### src/rtl/polyline_scheduler.sv
// Double-buffered command scheduler for the polyline draw engine.
// Two command slots (one per point-buffer bank) are filled from the SPI side
// and drained by a launch/wait/draw/release sequence towards the engine.
module polyline_scheduler #(
  parameter int C_LEN_BITS = 10,
  parameter int C_TIMEOUT  = 15
) (
  input  logic                  clk,
  input  logic                  resetn,
  input  logic                  cmd_wr,
  input  logic [15:0]           cmd_color,
  input  logic [C_LEN_BITS-1:0] cmd_len,
  input  logic                  abort,
  input  logic                  busy_in,
  output logic                  plot,
  output logic [15:0]           color,
  output logic [C_LEN_BITS-1:0] len,
  output logic                  wr_bank,
  output logic                  rd_bank,
  output logic                  host_busy,
  output logic                  cmd_drop,
  output logic [15:0]           done_cnt
);

  // Last WAIT_RISE timer value before giving up on busy_in. The timer holds
  // the number of cycles since plot, so the release lands C_TIMEOUT cycles
  // after plot (never earlier than the first WAIT_RISE cycle).
  localparam int TO_LAST = (C_TIMEOUT > 1) ? (C_TIMEOUT - 1) : 1;

  typedef enum logic [2:0] {
    IDLE      = 3'd0,
    LAUNCH    = 3'd1,
    WAIT_RISE = 3'd2,
    DRAW      = 3'd3,
    RELEASE   = 3'd4
  } state_t;

  state_t state;
  state_t state_nxt;

  // Per-bank command slots; payload is plain data and carries no reset
  logic [1:0]            slot_vld;
  logic [1:0]            slot_vld_nxt;
  logic [15:0]           slot_color [2];
  logic [C_LEN_BITS-1:0] slot_len   [2];

  logic [3:0] timer;

  logic full;
  logic rd_vld;
  logic accept;
  logic reject;
  logic release_now;
  logic timeout_hit;
  logic load_cmd;

  assign full        = &slot_vld;
  assign rd_vld      = slot_vld[rd_bank];
  // abort swallows a same-cycle cmd_wr entirely, including the drop pulse
  assign accept      = cmd_wr & ~full & ~abort;
  assign reject      = cmd_wr &  full & ~abort;
  assign release_now = (state == RELEASE) & ~abort;
  assign timeout_hit = (timer >= 4'(TO_LAST));
  assign load_cmd    = (state == IDLE) & (state_nxt == LAUNCH);

  // Next-state decode; abort overrides every transition and forces IDLE
  always_comb begin
    state_nxt = state;
    unique case (state)
      IDLE: begin
        if (rd_vld) state_nxt = LAUNCH;
      end
      LAUNCH: begin
        state_nxt = WAIT_RISE;
      end
      WAIT_RISE: begin
        if (busy_in)          state_nxt = DRAW;
        else if (timeout_hit) state_nxt = RELEASE;
      end
      DRAW: begin
        if (!busy_in) state_nxt = RELEASE;
      end
      RELEASE: begin
        state_nxt = IDLE;
      end
      default: begin
        state_nxt = IDLE;
      end
    endcase
    if (abort) state_nxt = IDLE;
  end

  // Slot occupancy: release frees the read slot, accept fills the write slot.
  // With one slot occupied the banks differ, so both can happen together.
  always_comb begin
    slot_vld_nxt = slot_vld;
    if (abort) begin
      slot_vld_nxt = 2'b00;
    end else begin
      if (release_now) slot_vld_nxt[rd_bank] = 1'b0;
      if (accept)      slot_vld_nxt[wr_bank] = 1'b1;
    end
  end

  // FSM state register
  always_ff @(posedge clk or negedge resetn) begin
    if (!resetn) state <= IDLE;
    else         state <= state_nxt;
  end

  // Bank pointers, occupancy and host-side status flags
  always_ff @(posedge clk or negedge resetn) begin
    if (!resetn) begin
      slot_vld  <= 2'b00;
      wr_bank   <= 1'b0;
      rd_bank   <= 1'b0;
      host_busy <= 1'b0;
      cmd_drop  <= 1'b0;
    end else begin
      slot_vld  <= slot_vld_nxt;
      wr_bank   <= wr_bank ^ accept;
      rd_bank   <= abort ? wr_bank : (rd_bank ^ release_now);
      host_busy <= &slot_vld_nxt;
      cmd_drop  <= reject;
    end
  end

  // Command payload capture into the slot addressed by wr_bank
  always_ff @(posedge clk) begin
    if (accept) begin
      slot_color[wr_bank] <= cmd_color;
      slot_len[wr_bank]   <= cmd_len;
    end
  end

  // Engine-facing outputs: plot pulse and the active command held until release
  always_ff @(posedge clk or negedge resetn) begin
    if (!resetn) begin
      plot  <= 1'b0;
      color <= '0;
      len   <= '0;
    end else begin
      plot <= (state_nxt == LAUNCH);
      if (load_cmd) begin
        color <= slot_color[rd_bank];
        len   <= slot_len[rd_bank];
      end
    end
  end

  // Cycles-since-plot timer used to bound the wait for busy_in
  always_ff @(posedge clk or negedge resetn) begin
    if (!resetn) begin
      timer <= 4'd0;
    end else if (state == LAUNCH) begin
      timer <= 4'd1;
    end else if (state == WAIT_RISE) begin
      timer <= timer + 4'd1;
    end
  end

  // Completed-command counter, wraps naturally at 16 bits
  always_ff @(posedge clk or negedge resetn) begin
    if (!resetn) done_cnt <= 16'd0;
    else         done_cnt <= done_cnt + 16'(release_now);
  end

endmodule

### config.mk
export PLATFORM = sky130hd
export DESIGN_NAME = polyline_scheduler
export DESIGN_NICKNAME = d
export VERILOG_FILES = /design/src/rtl/polyline_scheduler.sv
export SDC_FILE = /design/constraint.sdc
export NUM_CORES = 1
export LEC_CHECK = 0
export CAP_MARGIN = 40
export CORE_UTILIZATION = 45
export DETAILED_ROUTE_END_ITERATION = 16
export GPL_TIMING_DRIVEN = 0
export MAX_ROUTING_LAYER = met4
export PLACE_DENSITY_LB_ADDON = 0.08
export SETUP_SLACK_MARGIN = 0.05
export SLEW_MARGIN = 15
export SYNTH_ARGS = -nofsm -noshare
export SYNTH_HDL_FRONTEND = slang
export SYNTH_SLANG_ARGS = --single-unit
### constraint.sdc
create_clock -name clk -period 4.6 [get_ports clk]
set_input_delay 1.15 -clock clk [delete_from_list [all_inputs] [get_ports clk]]
set_output_delay 1.15 -clock clk [all_outputs]
set_load 0.02 [all_outputs]
* Word level (Yosys, flattened, before mapping) *
Memories as Yosys holds them, arrays and structs flattened. A register that Yosys moved wholly into a read port is not among the register bits.
Cells that the tools add are included.

storage, ports and cells
  logic and storage cells = 65
  bits in latches = 0
  input bits = 31
  ROM bits = 0
  memories kept = 2
  register bits = 30
  RAM bits = 52
  output and inout port bits = 47

operators by class
  add/subtract/negate cells = 2
  bitwise operators = 13
  multiply operators = 0
  divide/modulo/power cells = 0
  shift operators = 0
  reductions and logical operators = 8
  mux-type cells = 21
  $lt $le $gt $ge = 5
  equality and inequality tests = 5

memories
  memory      depth  bits a word  rd ports  clocked after memory_dff  write ports  RTL line  RTL
  slot_color  2      16           1         1                         1            44        logic [15:0] slot_color [2];
  slot_len    2      10           1         1                         1            45        logic [C_LEN_BITS-1:0] slot_len [2];

operators by type and width
  kind                 number
  $add 16x1->16        1
  $mux 3               5
  $pmux 3 s4           1
  $mux 2               4
  $mux 4               2
  $mux 1               7
  $and 1x1->1          6
  $eq 3x1->1 const B   2
  $eq 3x2->1 const B   2
  $add 4x1->4 const B  1
  $ge 4x4->1 const B   1
  $lt 1x2->1 const B   2
  $reduce_and 2->1     2
  $eq 3x3->1 const B   1
  $logic_not 3->1      1
  $and 2x2->2          1
  $demux 1 s1          2
  $ge 1x1->1 const B   2
  $logic_and 1x1->1    2
  $logic_not 1->1      2
  $not 1->1            2
  $not 2->2            1
  $or 2x2->2           1
  $reduce_bool 2->1    1
  $xor 1x1->1          2

* Longest topological paths before layout *
  depth after elaboration = 12
  gate-level depth with buffers = 9
  mapped depth without buffers = 8

* Worst setup path after synthesis *
Ideal clock, no wire load.

  path type = input to register
  start point = in abort
  end point = mem slot_color[1][0] (enable)
  setup time = 0.385 ns
  setup slack = 1.720 ns
  arrival time = 2.495 ns
  data required time = 4.215 ns
  stages on the path = 4
  path through = clkbuf_1 > nand2b_1 > a21oi_1 > ha_1

on the way
  word-level cells in the longest chain between the ends = 4

ends and longest elaborated chain
  what                          RTL line  RTL
  start, declared               13        input logic abort,
  $not 1->1                     60        assign accept = cmd_wr & ~full & ~abort;
  $and 1x1->1                   60
  $mux 1                        130       if (accept) begin
  $mux 1 (implied by the code)  131       slot_color[wr_bank] <= cmd_color;
  end, declared                 44

Every way passes these cells.

* Final worst setup path *
  start point = in abort
  end point = mem slot_len[1][9] (enable)

on the way
  word-level cells in the longest chain between the ends = 4

ends and longest elaborated chain
  what                          RTL line  RTL
  $not 1->1                     60
  $and 1x1->1                   60
  $mux 1                        130
  $mux 1 (implied by the code)  132       slot_len[wr_bank] <= cmd_len;
  end, declared                 45

Every way passes these cells.

==> metrics.md <==
| Metric | Value |
|---|---|
| Outcome | `finished, final reports clean` |
| IO Port Bufs | `77` |
| CP max-delay cell | `ha_2` |
| Largest delay share family, worst path | `adder cells` |
| Final worst-path cycle share | `0.682` |
| Worst path arrival time | `3.14 ns` |
| Area of the mapped netlist | `~4300 µm²` |
| CTS tree | `yes` |
| Cts repair resizes | `0` |
| Max-slew violation count | `0` |
| Row count | `35` |
| Post-synth top area cell | `edfxtp_1` |
| DRT Wirelength | `7.37 mm` |
| Worst EP required | `4.60 ns` |
| Die area | `between 10,000 and 15,000 µm²` |
| Die span in x | `~100 µm` |
| Synthesized instance count | `between 200 and 300` |
| Crit path max fanout | `26` |
| Worst r2r path cells | `9` |
| Fin Hold WS | `around 0.48 ns` |
| Crit start category | `input pin` |
| Initial antenna violation count | `0` |
| Setup WS pre-CTS | `roughly 1.1 ns` |
| Final Critical Period | `3.14 ns` |
| Share of cells above drive strength 1 | `0.190` |
| Post-route worst setup slack | `1.46 ns` |
| CTS sink cnt | `roughly 110` |
| Hold Violations, Final | `0` |
| Crit end category | `flip-flop` |
| First-pass GRT wire length | `between 10 and 15 mm` |
| RSZ-0062 raised after global routing | `false` |
| Yosys top cell area share | `0.361` |
| Core ar. | `9280 µm²` |
| Commonest cells in the netlist | `dfrtp_1 (56), edfxtp_1 (52), mux2i_1 (27), a21oi_2 (22), nor2_2 (22)` |
| Total number of vias | `between 2,000 and 3,000` |
| Final Wtd Congestion | `roughly 0.74` |
| Setup violations, final | `0` |
| Cells after DPL | `~500` |
| Yosys reg bits | `108` |
| CP bufs+invs | `2` |
| Min-delay src | `done_cnt[15]$_DFF_PN0_` |
| Gr ovfl total | `0` |
| Synthesized area per cell | `14.9 µm²` |
| CP startpoint | `abort` |
| Synth Net Count | `328` |
| RR Startpoint | `state[0]$_DFF_PN0_` |
| Ys flop type | `dfrtp_1` |
| DRC viols | `0` |
| YS warnings | `0` |
| Critical path, cell by cell | `clkdlybuf4s50_1 > clkbuf_1 > nand2b_1 > a21oi_1 > ha_2` |
| Final Core Density | `0.587` |
| Die Span Y | `100 µm` |
| Num CTS Buffers | `9` |
| Pwr dens | `~520 nW/µm²` |
| Synth area leaders | `edfxtp_1 (36%), dfrtp_1 (32%), mux2i_1 (6.2%), a21oi_2 (4.4%), nor2_2 (3.2%)` |
| Yosys cell types | `39` |
| Later-pin clock latency in the skew report | `0.37 ns` |
| FF-to-FF End | `done_cnt[8]$_DFF_PN0_` |
| Worst hold path depth | `1` |
| Drt pass-1 iters | `4` |
| IO Count | `between 70 and 80` |
| Setup_tns | `0 ns` |
| Routed Antenna Nets | `0` |
| Slowest stage delay, CP | `~0.74 ns` |
| N_diodes | `0` |
| Worst Clk Skew | `approximately 0.014 ns` |
| Nets | `416` |
| Area grow syn2layout | `25.9%` |
| Hold crit path type | `flip-flop to flip-flop` |
| Worst setup path category | `input pin to flip-flop` |
| Leakage power figure | `roughly 2.1 nW` |
| Post-synth EDFFs | `between 50 and 60` |
| Max Cap Viol | `0` |
| Async set-reset flop share out of synthesis | `0.519` |
| WHS Endpoint | `done_cnt[15]$_DFF_PN0_` |
| Seq/Total Area, Yosys | `0.684` |
| CTS Buffer Depth | `2` |
| Starting Density | `0.466` |
| Clk slew on worst S/H paths | `around 0.10 ns` |
| CTS H-Tree Depth | `3` |
| Post-CTS Setup Bufs | `0` |
| Hold-fix buffer count after cts | `0` |
| Most common cell in the netlist | `dfrtp_1` |
| Peak VDD IR | `246 µV` |
| Fmax | `319 MHz` |
| Vias in the first global route | `2,604` |
| Count of non-filler cells in the finished layout | `513` |
| R2R Setup Slk | `2.24 ns` |
| Root Buffer | `clkbuf_8` |
| Average wire per standard cell | `roughly 14 µm` |
| Starting DRT DRC Count | `between 40 and 50` |
| Hpwl dp | `approximately 4.8 mm` |
| Max-slew headroom | `0.460` |
| Vias per cell | `slightly below 5` |
| Actual slew at the worst max-slew pin | `just over 0.8 ns` |
| Largest net degree at the start of global routing | `between 50 and 60` |
| Total GRT Usage | `0.166` |
-- worst max path at each step --
stage	endpoint	slack [ns]	depth (start not counted)
global route	slot_color[1][1]$_DFFE_PP_	1.26	5
CTS	slot_color[1][1]$_DFFE_PP_	1.48	5
global placement	color[10]$_DFFE_PN0P_	0.43	1
detailed placement	slot_color[1][10]$_DFFE_PP_	1.08	5
finish	slot_len[1][9]$_DFFE_PP_	1.46	5
floorplan	slot_color[1][0]$_DFFE_PP_	1.72	4
-- placed cells by master, fill, tap and decap left out, drive strengths merged, types with 2 or more instances in the layout --
cell and count:
nand2 8, clkdlybuf4s50 76, nor3b 4, inv 10
mux2i 27, nor2 35, xnor2 10, o21ai 7
a22oi 2, edfxtp 52, o211ai 2, nand4 3
xor2 5, a21oi 33, and3 3, clkbuf 15
buf 7, ha 6, nor3 2, and2 2
nand3 8, dfrtp 56
-- worst register-to-register path, cell delays in order (launching register included) --
cell     delay [ns]
dfrtp_1        0.39
buf_2          0.17
or3b_2         0.47
nor2_1         0.11
ha_1           0.23
ha_1           0.22
nand2_1        0.07
nor2_1         0.28
and3_1         0.22
xor2_1         0.14
-- per-stage QoR --
stage                     cell area (µm²)  total power (W)
after floorplan                      4330          0.00191
after global placement               5260          0.00229
after detailed placement             5270          0.00230
after CTS                            5450          0.00285
after global routing                 5450          0.00298
final                                5450          0.00282
-- sequential cells by signal (all words and copies together) (netlist names) --
name        count
color          16
state           3
wr_bank         1
host_busy       1
slot_color     32
len            10
plot            1
slot_len       20
timer           4
rd_bank         1
done_cnt       16
cmd_drop        1
slot_vld        2
-- logic make-up after synthesis --
family / Yosys count / share of synthesized area
flip-flops: 108 / 0.684
AND/OR/NAND/NOR: 70 / 0.0930
AO/OA/AOI/OAI: 49 / 0.0812
multiplexers: 27 / 0.0624
buffers and inverters: 16 / 0.0315
XOR/XNOR: 15 / 0.0303
adder cells (fa/ha/maj): 6 / 0.0173
-- where the power goes --
group / switching, W / total [W] / internal (W)
clock: 0.000335 / 0.000547 / 0.000212
combinational: 0.000481 / 0.000933 / 0.000451
sequential: 0.000126 / 0.00134 / 0.00121
total: 0.000942 / 0.00282 / 0.00187
-- area by class of cell --
class / count / area [µm²]
Inverter: 5 / 18.8
Timing Repair Buffer: 77 / 768
Clock buffer: 10 / 128
Multi-Input combinational cell: 167 / 1240
Clock inverter: 6 / 60.1
Tap cell: 129 / 161
Buffer: 11 / 118
Sequential cell: 108 / 2960
Fill cell: 780 / 3830
-- per-layer routing --
metal | part of all wire | vias to the layer above | routed length [µm] | track usage
met1 | 0.44 | 1258 | 3230 | 0.192
li1 | - | 1215 | - | -
met3 | 0.044 | 7 | 325 | 0.0446
met5 | 0 | - | 0 | -
met2 | 0.51 | 67 | 3740 | 0.283
met4 | 0.010 | 0 | 75 | 0.0513
No activity file was read; power rests on OpenSTA's default activity.
==> RTL change: new RTL, config.mk and constraints unchanged <==
Register the inputs `cmd_wr`, `cmd_color`, `cmd_len`, `abort` and `busy_in` before use. The logic sees them one clock later. Comments in the files are not updated.
--- a/src/rtl/polyline_scheduler.sv
+++ b/src/rtl/polyline_scheduler.sv
@@ -37,2 +37,16 @@
 
+  logic cmd_wr_q;
+  logic [15:0] cmd_color_q;
+  logic [C_LEN_BITS-1:0] cmd_len_q;
+  logic abort_q;
+  logic busy_q;
+
+  always_ff @(posedge clk) begin
+    cmd_wr_q    <= cmd_wr;
+    cmd_color_q <= cmd_color;
+    cmd_len_q   <= cmd_len;
+    abort_q     <= abort;
+    busy_q      <= busy_in;
+  end
+
   state_t state;
@@ -59,5 +73,5 @@
   // abort swallows a same-cycle cmd_wr entirely, including the drop pulse
-  assign accept      = cmd_wr & ~full & ~abort;
-  assign reject      = cmd_wr &  full & ~abort;
-  assign release_now = (state == RELEASE) & ~abort;
+  assign accept      = cmd_wr_q & ~full & ~abort_q;
+  assign reject      = cmd_wr_q &  full & ~abort_q;
+  assign release_now = (state == RELEASE) & ~abort_q;
   assign timeout_hit = (timer >= 4'(TO_LAST));
@@ -76,3 +90,3 @@
       WAIT_RISE: begin
-        if (busy_in)          state_nxt = DRAW;
+        if (busy_q)          state_nxt = DRAW;
         else if (timeout_hit) state_nxt = RELEASE;
@@ -80,3 +94,3 @@
       DRAW: begin
-        if (!busy_in) state_nxt = RELEASE;
+        if (!busy_q) state_nxt = RELEASE;
       end
@@ -89,3 +103,3 @@
     endcase
-    if (abort) state_nxt = IDLE;
+    if (abort_q) state_nxt = IDLE;
   end
@@ -96,3 +110,3 @@
     slot_vld_nxt = slot_vld;
-    if (abort) begin
+    if (abort_q) begin
       slot_vld_nxt = 2'b00;
@@ -121,3 +135,3 @@
       wr_bank   <= wr_bank ^ accept;
-      rd_bank   <= abort ? wr_bank : (rd_bank ^ release_now);
+      rd_bank   <= abort_q ? wr_bank : (rd_bank ^ release_now);
       host_busy <= &slot_vld_nxt;
@@ -130,4 +144,4 @@
     if (accept) begin
-      slot_color[wr_bank] <= cmd_color;
-      slot_len[wr_bank]   <= cmd_len;
+      slot_color[wr_bank] <= cmd_color_q;
+      slot_len[wr_bank]   <= cmd_len_q;
     end
Check against the original RTL: not equivalent (Yosys sat finds a counterexample within 4 cycles, from zero or initial values and one cycle with resetn low).
==> RTL change against the original RTL <==
- worst setup slack gained 0.33 ns
- clock power increased to 2.5 times the old value
- area after synthesis up 14%
- routed wire length increased by 14%
- maximum frequency grew 12%
- cell count increased by 11%
- total power up 39%
- largest power group unchanged
- sequential cell count rose by 29
- cell area increased by 19%
==> RTL change: results (changes against the original RTL) <==
[worst_setup_path]
crit_fanout = 7  ; -73%
crit_arrival_ns = 1.66  ; -1.48 ns
cp-startpoint = wr_bank
cp-endpoint = wr_bank
r2r_end = done_cnt[10]
crit_family = buffers and inverters
cpMaxStageDelayCell = clkdlybuf4s50_1
r2r_setup_slack_ns = 2.32  ; +0.08 ns
slowest_delay_ns = 0.66  ; -0.08 ns

[clock_network]
cts_root_buffer = clkbuf_8
clock_latency_ns = 0.50  ; +0.13 ns
h-tree-depth = 4  ; +1
clkTransAtPathRegs_ns = 0.06  ; -0.04 ns
cts_buffers = 17  ; +8

[yosys]
synth_sequential_area_ratio_pct = 72.0  ; +3.6 points
synth.area.top_cells = edfxtp_1 32%, dfrtp_1 28%, dfxtp_1 12%
yosys-top-cells-count = 56 x dfrtp_1, 52 x edfxtp_1, 29 x dfxtp_1
synth_nets = 360  ; +9.8%
ys_warn_count = 0  ; unchanged
synth.distinct_cells = 42  ; +7.7%
synth_async_sr_flop_share_pct = 40.9  ; -11 points

[finish]
drive_above_1_share_pct = 20.8  ; +1.8 points
fillers = 820  ; +5.1%
fin_nets = 456  ; +9.6%

[sta]
finClkSkew_ns = 0.00865  ; -0.00486 ns
tightest_slew_ns = 0.799  ; -0.0101 ns
timing.hold.ws_ns = 0.419  ; -0.0584 ns
worst_slack_ns = 1.79  ; +0.334 ns

[grt]
grt_pass1_wl_microns = 14200  ; +16%
grt_usage_pct = 17.1  ; +0.56 points
grt_pass1_vias = 2850  ; +9.4%

[status]
outcome = completed

[routing]
vias = 2768  ; +8.7%
drt_iter0_markers = 113  ; +180%
drt_wl_total_microns = 8440  ; +14%

[pwr]
p_leak_uw = 0.00254  ; +20%
vdd_drop_max_mv = 0.311  ; +27%

[hold_path]
hp-start = cmd_color_q[4]
whs_endpoint = slot_color[1][4]
holdPathStages = 0  ; -1

[place]
dp_hpwl_microns = 5290  ; +11%
place_ws_ns = 2.30  ; +1.22 ns
gp_congestion = 0.763  ; +2.7%

## RTL change: per-stage QoR
| stage | instances | power [uW] | instance area [sq um] | util [%] |
|---|---|---|---|---|
| final | 568 | 3930 | 6470 | 61.8 |
| after global routing | 568 | 4130 | 6470 | 61.8 |
| after CTS | 568 | 3970 | 6470 | 61.8 |
| after detailed placement | 536 | 2590 | 5860 | 56.0 |
| after global placement | 536 | 2570 | 5860 | 56.0 |
| after floorplan | 323 | 2190 | 4920 | - |
## RTL change: logic make-up (layout without fill, tap and decap cells)
logic type / after synthesis / in the layout / synth area share (%)
muxes: 27 / 27 / 5.49
xor gates and xnor gates: 15 / 15 / 2.67
adders and majority gates: 6 / 6 / 1.53
DFF: 137 / 137 / 72.0
buffers and inverters: 17 / 126 / 2.85
and+or+nand+nor: 72 / 72 / 8.27
AOI/OAI and AO/OA: 49 / 49 / 7.15
## RTL change: routing by layer
metal / wire length [microns] / track usage [%]
met1: 3810 / 21.2
met2: 4210 / 27.6
met3: 341 / 4.84
met4: 71 / 4.99
met5: 0 / -
## RTL change: final cells by class
| cell class | count | area share (%) |
|---|---|---|
| Tap cell | 136 | 2.63 |
| Clock buffer | 18 | 6.46 |
| Multi-Input combinational cell | 169 | 19.2 |
| Clock inverter | 14 | 2.92 |
| Inverter | 6 | 0.348 |
| Sequential cell | 137 | 54.8 |
| Timing Repair Buffer | 77 | 11.9 |
| Buffer | 11 | 1.82 |
## RTL change: report_power, final
part | internal [uW] | switching (uW) | total [uW] | leakage (uW)
logic | 450 | 484 | 934 | 0.000830
registers | 1480 | 139 | 1620 | 0.00142
clock network | 843 | 529 | 1370 | 0.000291
total | 2770 | 1150 | 3930 | 0.00254
